$ cat config.mk
export PLATFORM = sky130hd
export DESIGN_NAME = alu_iter_flat
export DESIGN_NICKNAME = d
export VERILOG_FILES = /design/src/rtl/alu_iter_pkg.sv /design/src/rtl/alu_iter_if.sv /design/src/rtl/alu_muldiv.sv /design/src/rtl/alu_iter.sv /design/src/flat_wrapper.sv
export VERILOG_INCLUDE_DIRS = /design/src /design/src/rtl
export SDC_FILE = /design/constraint.sdc
export NUM_CORES = 1
export LEC_CHECK = 0
export CAP_MARGIN = 10
export CORE_MARGIN = 2
export CORE_UTILIZATION = 39
export CTS_CLUSTER_SIZE = 28
export DETAILED_ROUTE_END_ITERATION = 12
export PLACE_DENSITY = 0.63
export SLEW_MARGIN = 20
export SYNTH_ARGS = -nofsm -noshare
export SYNTH_HDL_FRONTEND = slang
export SYNTH_HIERARCHICAL = 1
export SYNTH_SLANG_ARGS = --single-unit
export TNS_END_PERCENT = 100
$ cat constraint.sdc
create_clock -name clk -period 6.4 [get_ports clk]
set_input_delay 1.28 -clock clk [delete_from_list [all_inputs] [get_ports clk]]
set_output_delay 1.28 -clock clk [all_outputs]
set_load 0.05 [all_outputs]
$ cat src/rtl/alu_ops.v
// Shared opcode encodings and flag bit positions for the ALU family.
// Flags are packed as {V,C,N,Z} = flags[3:0].
`ifndef ALU_OPS_V
`define ALU_OPS_V

`define ALU_ADD 6'd0
`define ALU_INC 6'd1
`define ALU_SUB 6'd2
`define ALU_DEC 6'd3
`define ALU_CMP 6'd4
`define ALU_LSL 6'd5
`define ALU_LSR 6'd6
`define ALU_RSL 6'd7
`define ALU_RSR 6'd8
`define ALU_AND 6'd9
`define ALU_OR  6'd10
`define ALU_XOR 6'd11
`define ALU_TST 6'd12
`define ALU_NOT 6'd13
`define ALU_MUL 6'd14
`define ALU_DIV 6'd15
`define ALU_MOD 6'd16
`define ALU_NOP 6'd17

`define ALU_FLAG_Z 0
`define ALU_FLAG_N 1
`define ALU_FLAG_C 2
`define ALU_FLAG_V 3

`endif

$ cat src/rtl/alu_iter_pkg.sv
// Shared types, opcode constants and flag packing for alu_iter.
`ifndef ALU_OPS_V
`include "alu_ops.v"
`endif

package alu_iter_pkg;

  localparam int OP_W = 6;

  localparam logic [OP_W-1:0] OP_ADD = `ALU_ADD;
  localparam logic [OP_W-1:0] OP_INC = `ALU_INC;
  localparam logic [OP_W-1:0] OP_SUB = `ALU_SUB;
  localparam logic [OP_W-1:0] OP_DEC = `ALU_DEC;
  localparam logic [OP_W-1:0] OP_CMP = `ALU_CMP;
  localparam logic [OP_W-1:0] OP_LSL = `ALU_LSL;
  localparam logic [OP_W-1:0] OP_LSR = `ALU_LSR;
  localparam logic [OP_W-1:0] OP_RSL = `ALU_RSL;
  localparam logic [OP_W-1:0] OP_RSR = `ALU_RSR;
  localparam logic [OP_W-1:0] OP_AND = `ALU_AND;
  localparam logic [OP_W-1:0] OP_OR  = `ALU_OR;
  localparam logic [OP_W-1:0] OP_XOR = `ALU_XOR;
  localparam logic [OP_W-1:0] OP_TST = `ALU_TST;
  localparam logic [OP_W-1:0] OP_NOT = `ALU_NOT;
  localparam logic [OP_W-1:0] OP_MUL = `ALU_MUL;
  localparam logic [OP_W-1:0] OP_DIV = `ALU_DIV;
  localparam logic [OP_W-1:0] OP_MOD = `ALU_MOD;
  localparam logic [OP_W-1:0] OP_NOP = `ALU_NOP;

  localparam int FLAG_Z = `ALU_FLAG_Z;
  localparam int FLAG_N = `ALU_FLAG_N;
  localparam int FLAG_C = `ALU_FLAG_C;
  localparam int FLAG_V = `ALU_FLAG_V;

  typedef enum logic {IDLE, ITER} state_t;
  typedef enum logic [1:0] {MD_MUL, MD_DIV, MD_MOD} md_op_t;

  function automatic logic [3:0] pack_flags(input logic v, input logic c,
                                            input logic n, input logic z);
    logic [3:0] f;
    f = '0;
    f[FLAG_V] = v;
    f[FLAG_C] = c;
    f[FLAG_N] = n;
    f[FLAG_Z] = z;
    return f;
  endfunction

endpackage

$ cat src/rtl/alu_iter_if.sv
// Request/response bundle between an ALU client and alu_iter.
interface alu_iter_if #(parameter int WIDTH = 16);
    logic             enable;
    logic [5:0]       opcode;
    logic [WIDTH-1:0] A;
    logic [WIDTH-1:0] B;
    logic             busy;
    logic             done;
    logic [WIDTH-1:0] Result;
    logic [3:0]       flags;

    modport master (output enable, opcode, A, B,
                    input  busy, done, Result, flags);
    modport slave  (input  enable, opcode, A, B,
                    output busy, done, Result, flags);
endinterface

$ cat src/rtl/alu_muldiv.sv
// Iterative unsigned multiplier / restoring divider, one step per clock.
// Product = {rem-side, quo-side}; quotient in the low half, remainder in the high half.
module alu_muldiv
    import alu_iter_pkg::*;
#(
    parameter int WIDTH = 16
) (
    input  logic               clk,
    input  logic               rst,
    input  logic               start,
    input  md_op_t             op,
    input  logic [WIDTH-1:0]   a,
    input  logic [WIDTH-1:0]   b,
    output logic               last,
    output logic [2*WIDTH-1:0] quo_prod,
    output logic [WIDTH-1:0]   rem
);
    localparam int CNT_W = $clog2(WIDTH);

    logic [CNT_W-1:0] cnt;
    logic             active;
    logic             is_div_p0;
    logic [WIDTH-1:0] hi_p0, lo_p0, opb_p0;
    logic [WIDTH-1:0] hi_nxt, lo_nxt;
    logic [WIDTH:0]   mul_sum, div_sh, div_diff;

    assign mul_sum  = {1'b0, hi_p0} + (lo_p0[0] ? {1'b0, opb_p0} : '0);
    assign div_sh   = {hi_p0, lo_p0[WIDTH-1]};
    assign div_diff = div_sh - {1'b0, opb_p0};

    // Multiply shifts the running sum down into lo; divide shifts quotient bits up into lo.
    always_comb begin
        hi_nxt = mul_sum[WIDTH:1];
        lo_nxt = {mul_sum[0], lo_p0[WIDTH-1:1]};
        if (is_div_p0) begin
            if (!div_diff[WIDTH]) begin
                hi_nxt = div_diff[WIDTH-1:0];
                lo_nxt = {lo_p0[WIDTH-2:0], 1'b1};
            end else begin
                hi_nxt = div_sh[WIDTH-1:0];
                lo_nxt = {lo_p0[WIDTH-2:0], 1'b0};
            end
        end
    end

    always_ff @(posedge clk) begin
        if (rst) begin
            active <= 1'b0;
            cnt    <= '0;
        end else if (start) begin
            active <= 1'b1;
            cnt    <= '0;
        end else if (active) begin
            cnt <= cnt + 1'b1;
            if (last) active <= 1'b0;
        end
    end

    always_ff @(posedge clk) begin
        if (start) begin
            hi_p0     <= '0;
            lo_p0     <= a;
            opb_p0    <= b;
            is_div_p0 <= (op != MD_MUL);
        end else if (active) begin
            hi_p0 <= hi_nxt;
            lo_p0 <= lo_nxt;
        end
    end

    assign last     = active && (cnt == CNT_W'(WIDTH-1));
    assign quo_prod = is_div_p0 ? {{WIDTH{1'b0}}, lo_nxt} : {hi_nxt, lo_nxt};
    assign rem      = hi_nxt;

endmodule

$ cat src/rtl/alu_iter.sv
// Multi-cycle ALU: single-cycle ops complete at acceptance, MUL/DIV/MOD iterate
// for 16 clocks in alu_muldiv before Result/flags are written.
module alu_iter
    import alu_iter_pkg::*;
#(
    parameter int WIDTH = 16
) (
    input  logic       clk,
    input  logic       rst,
    alu_iter_if.slave  bus
);
    localparam int SHW = $clog2(WIDTH);

    state_t           state_q;
    logic             busy_q, done_q;
    logic [WIDTH-1:0] result_q;
    logic [3:0]       flags_q;
    md_op_t           md_op_q;

    logic [WIDTH-1:0]   a, b, add_b, sub_b, sc_res, md_val;
    logic [WIDTH:0]     add_sum, sub_diff;
    logic [SHW-1:0]     shamt;
    logic [2*WIDTH-1:0] lsl_ext, lsr_ext, rol_ext, ror_ext, md_qp;
    logic [WIDTH-1:0]   md_rem;
    logic               sc_c, sc_v, wr_res, wr_flg, is_iter, md_start, md_last, md_c;
    logic               b_zero;
    md_op_t             md_op;
    logic [3:0]         sc_flags, md_flags;

    assign a        = bus.A;
    assign b        = bus.B;
    assign b_zero   = (b == '0);
    assign shamt    = b[SHW-1:0];
    assign add_b    = (bus.opcode == OP_INC) ? {{(WIDTH-1){1'b0}}, 1'b1} : b;
    assign sub_b    = (bus.opcode == OP_DEC) ? {{(WIDTH-1){1'b0}}, 1'b1} : b;
    assign add_sum  = {1'b0, a} + {1'b0, add_b};
    assign sub_diff = {1'b0, a} - {1'b0, sub_b};
    // Shifting into a double-width word leaves the last bit shifted out at the seam.
    assign lsl_ext  = {{WIDTH{1'b0}}, a} << shamt;
    assign lsr_ext  = {a, {WIDTH{1'b0}}} >> shamt;
    assign rol_ext  = {a, a} << shamt;
    assign ror_ext  = {a, a} >> shamt;

    always_comb begin
        sc_res  = '0;
        sc_c    = 1'b0;
        sc_v    = 1'b0;
        wr_res  = 1'b0;
        wr_flg  = 1'b0;
        is_iter = 1'b0;
        md_op   = MD_MUL;
        case (bus.opcode)
            OP_ADD, OP_INC: begin
                sc_res = add_sum[WIDTH-1:0];
                sc_c   = add_sum[WIDTH];
                sc_v   = (a[WIDTH-1] == add_b[WIDTH-1]) && (sc_res[WIDTH-1] != a[WIDTH-1]);
                wr_res = 1'b1;
                wr_flg = 1'b1;
            end
            OP_SUB, OP_DEC, OP_CMP: begin
                sc_res = sub_diff[WIDTH-1:0];
                sc_c   = sub_diff[WIDTH];
                sc_v   = (a[WIDTH-1] != sub_b[WIDTH-1]) && (sc_res[WIDTH-1] != a[WIDTH-1]);
                wr_res = (bus.opcode != OP_CMP);
                wr_flg = 1'b1;
            end
            OP_LSL: begin
                sc_res = lsl_ext[WIDTH-1:0];
                sc_c   = lsl_ext[WIDTH];
                wr_res = 1'b1;
                wr_flg = 1'b1;
            end
            OP_LSR: begin
                sc_res = lsr_ext[2*WIDTH-1:WIDTH];
                sc_c   = lsr_ext[WIDTH-1];
                wr_res = 1'b1;
                wr_flg = 1'b1;
            end
            OP_RSL, OP_RSR: begin
                sc_res = (bus.opcode == OP_RSL) ? rol_ext[2*WIDTH-1:WIDTH] : ror_ext[WIDTH-1:0];
                wr_res = 1'b1;
                wr_flg = 1'b1;
            end
            OP_AND, OP_TST, OP_OR, OP_XOR, OP_NOT: begin
                case (bus.opcode)
                    OP_OR:   sc_res = a | b;
                    OP_XOR:  sc_res = a ^ b;
                    OP_NOT:  sc_res = ~a;
                    default: sc_res = a & b;
                endcase
                wr_res = (bus.opcode != OP_TST);
                wr_flg = 1'b1;
            end
            OP_MUL: is_iter = 1'b1;
            OP_DIV, OP_MOD: begin
                // Divide-by-zero completes immediately with V set.
                if (b_zero) begin
                    sc_res = (bus.opcode == OP_DIV) ? {WIDTH{1'b1}} : a;
                    sc_v   = 1'b1;
                    wr_res = 1'b1;
                    wr_flg = 1'b1;
                end else begin
                    is_iter = 1'b1;
                    md_op   = (bus.opcode == OP_DIV) ? MD_DIV : MD_MOD;
                end
            end
            OP_NOP:  ;
            default: ;
        endcase
    end

    assign sc_flags = pack_flags(sc_v, sc_c, sc_res[WIDTH-1], sc_res == '0);
    assign md_start = (state_q == IDLE) && bus.enable && is_iter;

    alu_muldiv #(.WIDTH(WIDTH)) u_muldiv (
        .clk      (clk),
        .rst      (rst),
        .start    (md_start),
        .op       (md_op),
        .a        (a),
        .b        (b),
        .last     (md_last),
        .quo_prod (md_qp),
        .rem      (md_rem)
    );

    assign md_val   = (md_op_q == MD_MOD) ? md_rem : md_qp[WIDTH-1:0];
    assign md_c     = (md_op_q == MD_MUL) && (md_qp[2*WIDTH-1:WIDTH] != '0);
    assign md_flags = pack_flags(1'b0, md_c, md_val[WIDTH-1], md_val == '0);

    always_ff @(posedge clk) begin
        if (rst) begin
            state_q  <= IDLE;
            busy_q   <= 1'b0;
            done_q   <= 1'b0;
            result_q <= '0;
            flags_q  <= '0;
        end else begin
            done_q <= 1'b0;
            case (state_q)
                IDLE: if (bus.enable) begin
                    if (is_iter) begin
                        state_q <= ITER;
                        busy_q  <= 1'b1;
                        md_op_q <= md_op;
                    end else begin
                        done_q <= 1'b1;
                        if (wr_res) result_q <= sc_res;
                        if (wr_flg) flags_q  <= sc_flags;
                    end
                end
                ITER: if (md_last) begin
                    state_q  <= IDLE;
                    busy_q   <= 1'b0;
                    done_q   <= 1'b1;
                    result_q <= md_val;
                    flags_q  <= md_flags;
                end
                default: state_q <= IDLE;
            endcase
        end
    end

    assign bus.busy   = busy_q;
    assign bus.done   = done_q;
    assign bus.Result = result_q;
    assign bus.flags  = flags_q;

endmodule

$ cat src/flat_wrapper.sv
// flat-port wrapper written by rule: the top's interface ports become plain ports
module alu_iter_flat import alu_iter_pkg::*;
#(
    parameter int WIDTH = 16
)
  (clk, rst, bus_enable, bus_opcode, bus_A, bus_B, bus_busy, bus_done, bus_Result, bus_flags);
  alu_iter_if #(.WIDTH(WIDTH)) bus_i ();
  input  logic clk;
  input  logic rst;
  input wire logic [$bits(bus_i.enable)-1:0] bus_enable;
  input wire logic [$bits(bus_i.opcode)-1:0] bus_opcode;
  input wire logic [$bits(bus_i.A)-1:0] bus_A;
  input wire logic [$bits(bus_i.B)-1:0] bus_B;
  output wire logic [$bits(bus_i.busy)-1:0] bus_busy;
  output wire logic [$bits(bus_i.done)-1:0] bus_done;
  output wire logic [$bits(bus_i.Result)-1:0] bus_Result;
  output wire logic [$bits(bus_i.flags)-1:0] bus_flags;
  assign bus_i.enable = bus_enable;
  assign bus_i.opcode = bus_opcode;
  assign bus_i.A = bus_A;
  assign bus_i.B = bus_B;
  assign bus_busy = bus_i.busy;
  assign bus_done = bus_i.done;
  assign bus_Result = bus_i.Result;
  assign bus_flags = bus_i.flags;
  alu_iter #(.WIDTH(WIDTH)) u_core (.clk(clk), .rst(rst), .bus(bus_i));
endmodule
### After elaboration in Yosys (flattened, before gate mapping)

Index checks and enable logic that the tools add are counted.

| operators by class | value |
|---|---|
| magnitude comparators | 0 |
| multipliers | 0 |
| mux-type cells | 50 |
| add/subtract/negate cells | 5 |
| eq/ne operators | 30 |
| div/mod/pow operators | 0 |
| reduce and logical (&&, ||, !) cells | 26 |
| shift-type cells | 4 |
| bitwise logic cells | 6 |

Operators with widths:

| cell | count |
|---|---|
| $mux 16 | 16 |
| $pmux 16 s7 | 1 |
| $eq 6x4->1 const B | 8 |
| $logic_not 16->1 | 3 |
| $pmux 16 s3 | 1 |
| $mux 32 | 1 |
| $pmux 16 s2 | 1 |
| $shl 32x4->32 | 1 |
| $shr 32x4->16 | 1 |
| $shr 32x4->32 | 1 |
| $eq 6x3->1 const B | 4 |
| $add 16x16->17 | 1 |
| $add 16x17->17 | 1 |
| $shl 16x4->17 | 1 |
| $sub 16x16->17 | 1 |
| $sub 17x16->17 | 1 |
| $and 16x16->16 | 1 |
| $mux 4 | 4 |
| $not 16->16 | 1 |
| $or 16x16->16 | 1 |
| $reduce_bool 16->1 | 1 |
| $xor 16x16->16 | 1 |
| $mux 1 | 14 |
| $reduce_or 14->1 | 1 |
| 28 further kinds | 54 |

| word-level totals | value |
|---|---|
| RAM bits | 0 |
| memories kept | 0 |
| output and inout bits | 22 |
| latch bits | 0 |
| register bits | 79 |
| word-level logic and storage cells | 133 |
| bits of input ports | 41 |
| ROM bits | 0 |

### Logic depth before layout (Yosys ltp)

| logic depth | value |
|---|---|
| word-level depth | 10 |
| depth in mapped cells | 19 |
| mapped depth without buffers | 18 |

### By module

Netlist, hierarchy kept.

Modules (own cells, without submodules):

| module | cells an instance | area each (sq um) | seq. area each (sq um) | times used |
|---|---|---|---|---|
| alu_iter | 945 | 7,143.1 | 520.5 | 1 |
| alu_muldiv | 470 | 4,355.4 | 1,411.4 | 1 |

### Worst setup path after synthesis

Ideal clock, no wire load.

| path | value |
|---|---|
| kind | input to register |
| start | input bus_opcode[3] |
| end | register u_core.flags_q[0], in the netlist u_core/bus.flags[0] |
| data arrival time | 5.022 ns |
| cell stages on the path | 16 |
| data required time | 6.304 ns |
| setup time | 0.096 ns |
| buffers on the path | 2 |
| setup slack | 1.282 ns |
| cell sequence | buf_2 > nor4_1 > nand2_1 > clkbuf_1 > nand2_1 > ha_1 > inv_1 > fa_1 > xor2_1 > a222oi_1 > nor3b_1 > nand4_1 > nor3_1 > nand3_1 > or4_1 > o41ai_2 |

| between the ends | value |
|---|---|
| cells in the longest elaborated chain, start to end | 9 |

Ends and longest elaborated chain:

| item | RTL line | RTL |
|---|---|---|
| start: declaration | flat_wrapper.sv:11 | `input wire logic [$bits(bus_i.opcode)-1:0] bus_opcode;` |
| $eq 6x2->1 (tied with other cells) | alu_iter.sv:35, alu_iter.sv:52 |  |
| $mux 16 (on tied branches) | alu_iter.sv:35, alu_iter.sv:34, alu_iter.sv:98 |  |
| $sub 16x16->17 (tied with other cells) | alu_iter.sv:37 | `assign sub_diff = {1'b0, a} - {1'b0, sub_b};` |
| $pmux 16 s7 | alu_iter.sv:52 | `case (bus.opcode)` |
| $logic_not 16->1 | alu_iter.sv:112 | `assign sc_flags = pack_flags(sc_v, sc_c, sc_res[WIDTH-1], sc_res == '0);` |
| $mux 4 | alu_iter.sv:149 | `if (wr_flg) flags_q <= sc_flags;` |
| $mux 4 | alu_iter.sv:142 | `if (is_iter) begin` |
| $mux 4 | alu_iter.sv:141 | `IDLE: if (bus.enable) begin` |
| $pmux 4 s2 | alu_iter.sv:140 | `case (state_q)` |
| end signal: assignment | alu_iter.sv:149 |  |
| end signal: assignment | alu_iter.sv:157 | `flags_q <= md_flags;` |
| end: declaration | alu_iter.sv:17 | `logic [3:0] flags_q;` |

Parallel ways exist; a longest one is shown, timed or not. The select of a mux whose other input is x is not followed.
A chain may end at the register's enable or synchronous reset.

### Worst setup path after layout

| path | value |
|---|---|
| start | input bus_opcode[0] |
| end | register u_core.flags_q[0], in the netlist u_core/bus.flags[0] |

The elaborated chain is that of the path after synthesis.

==> metrics <==
sw frac 0.438; CTS Buffer Depth 2; Post-DRT Antenna Nets 0; Top FF cell, synth dfxtp_1; Slew @ Worst Pin around 1000 ps; Int Pwr approximately 1.5 mW; H-tree levels 3; clk root buf clkbuf_16; # clock sinks 79; 1st-pass router iterations 6; CTS Buf Count 9; Seq. cell area 0.00193 mm²; Max Slew Vio Count 0; I/O Pins between 60 and 70; nets 1581; Initial Util 0.398; drt via density approximately 6.5; Mapped Nets 1562; Die ar. slightly above 0.03 mm²; clock-pin slew on the worst setup and hold paths approximately 60 ps; I/O Buffers between 60 and 70; synth top area cells ha_1, edfxtp_1, dfxtp_1; ANT cells 0; setup bufs post-CTS 0; Final Power 2.71 mW; Seq/Total Area, Yosys 0.168; cell area after synthesis approximately 0.011 mm²; Horiz. Die Dim 176 µm; hpwl dp approximately 34000 µm; vias in the first global route approximately 11k; DR DRC count 0; CP max FO 21; mean post-synth cell area slightly above 8 µm²; asr flop ratio synth 0; fmax approximately 0.18 GHz; Psw 1.19 mW; CP max stage delay between 700 and 800 ps; cell chain of the critical path clkdlybuf4s50_1 > nor2b_1 > buf_4 > a21oi_1 > ha_1 > o21a_1 > a2111oi_0 > o21ai_0 > xnor2_1 > nor2_1 > a2111oi_1 > nand3_1 > or4_1 > o41ai_2; core footprint slightly below 0.03 mm²; Final Skew 8.25 ps; share of layout cells above drive strength 1 0.125; Yosys top cell by area ha_1; Fill cells between 2k and 3k; max_cap viols 0; Critical Path AT just under 6000 ps; outcome finished, final reports clean; Yosys cell types 95; Post-synth EDFFs 35; RSZ-0062 raised after global routing false; 1st-iter DRT viols 1372; top cells by count, synth nor2_1, nand2_1, a21oi_1, ha_1, inv_1; Slowest-stage cell, CP clkdlybuf4s50_1; Critical Path Sink Type flip-flop; slew margin rel. 0.302; most common cell in the synthesized netlist nor2_1; CTS tree done; DR vias around 12k; largest net degree at the start of global routing 53; share of the synthesized area in the top cell type 0.111; critical path type in -> reg; Yosys warnings 6; Reg power frac 0.238; worst vdd ir around 0.14 mV; Critical Path RT 6660 ps; final hold violation count 0; hold buffers post-CTS 0; min Tclk post-route between 5000 and 6000 ps; post-synthesis register bit count 79; multi-input combinational cell area around 0.0089 mm²; final worst-path cycle share 0.864; path type of the worst min-delay path reg -> reg; final setup vio count 0; Pwr Density 211 mW/mm²; post-cts repair resize count 0; Area growth syn-to-layout 11.6%; Leak approximately 5.2 nW; Die Y between 150 and 200 µm; Startpoint Class input port; WL/cell 24.1 µm; final setup TNS 0 ps; Synth Instances between 1k and 1.5k; row count 62; first-pass GRT wire length approximately 67000 µm; initial antenna violation count 0; GRT overflow 0; clock group share of total power 0.200; GPL Wtd Cong around 1.1; Global Route Usage Sum 0.280; Skew-Pair Late Insertion Delay between 300 and 400 ps; final WL between 40000 and 50000 µm; combinational share of power 0.562
stage by stage:
step / utilization / setup slack (ps) / hold slack [ps] / area, µm² / std cells
floorplan: - / 1280 / 490 / 11500 / 1415
global placement: 0.433 / 666 / 446 / 12500 / 1806
detailed placement: 0.433 / 624 / 449 / 12500 / 1806
CTS: 0.444 / 966 / 456 / 12800 / 1822
global route: 0.445 / 615 / 476 / 12800 / 1823
finish: 0.445 / 869 / 459 / 12800 / 1823
power by group through the flow:
stage / sequential (mW) / clock, mW / combinational [mW]
global placement: 0.653 / 0 / 1.47
finish: 0.645 / 0.541 / 1.52
CTS: 0.644 / 0.549 / 1.49
floorplan: 0.644 / 0 / 1.12
global route: 0.653 / 0.570 / 1.66
detailed placement: 0.654 / 0 / 1.49
cell type report:
class / instances / area share
multi-input cells: 1166 / 0.690
flip-flops and latches: 79 / 0.150
repair buffers: 109 / 0.0768
well taps: 384 / 0.0374
clock buffers: 12 / 0.0225
inverters: 69 / 0.0202
clock inverters: 4 / 0.00214
logic make-up after synthesis:
kind of cell,share of synthesized area
flip-flops,0.168
AND/OR/NAND/NOR,0.192
adder cells (fa/ha/maj),0.118
AO/OA/AOI/OAI,0.255
buffers and inverters,0.0633
multiplexers,0.165
XOR/XNOR,0.0388
sequential cells by signal (all words and copies together), names as in the netlist:
| name | flops |
|---|---|
| u_core/u_muldiv/hi_p0 | 16 |
| u_core/u_muldiv/opb_p0 | 16 |
| u_core/u_muldiv/is_div_p0 | 1 |
| u_core/bus.done | 1 |
| u_core/bus.busy | 1 |
| u_core/bus.Result | 16 |
| u_core/u_muldiv/active | 1 |
| u_core/u_muldiv/lo_p0 | 16 |
| u_core/md_op_q | 2 |
| u_core/u_muldiv/cnt | 4 |
| u_core/bus.flags | 4 |
| u_core/state_q | 1 |
per-layer routing:
metal / GRT usage / vias to the layer above / part of all wire
met3: 0.0353 / 141 / 0.077
met5: 0 / - / 0
li1: - / 5378 / -
met2: 0.453 / 584 / 0.46
met1: 0.362 / 5692 / 0.40
met4: 0.154 / 0 / 0.061
worst max-delay path, delay by kind of cell:
family	cells	cell delay (ps)
XOR/XNOR	1	200
AND/OR/NAND/NOR	4	850
AO/OA/AOI/OAI	6	2100
buffers and inverters	2	1020
adder cells (fa/ha/maj)	1	330
path summary, 6_finish.rpt:
check | depth (start not counted) | end | slack [ps] | start
min | 2 | u_core/bus.Result[10] | 460 | u_core/bus.Result[10]
max reg2reg | 17 | u_core/bus.flags[0] | 1890 | u_core/u_muldiv/lo_p0[0]
max | 14 | u_core/bus.flags[0] | 870 | bus_opcode[0]
min reg2reg | 2 | u_core/bus.Result[10] | 460 | u_core/bus.Result[10]
layout by cell type (no fill, tap or decap), types with 24 or more instances in the layout:
cell type,synthesis,layout
a211oi_1,32,32
a21o_1,25,25
a21oi_1,104,104
and2_1,35,35
buf_4,3,45
clkdlybuf4s50_1,0,58
dfxtp_1,44,44
edfxtp_1,35,35
ha_1,102,102
inv_1,66,66
mux2_2,40,40
mux2i_1,56,56
mux4_2,34,34
nand2_1,122,122
nand3_1,24,24
nor2_1,130,130
nor3_1,40,40
o21ai_0,54,54
xnor2_1,25,25
xor2_1,26,26
No activity file was read; power rests on OpenSTA's default activity.
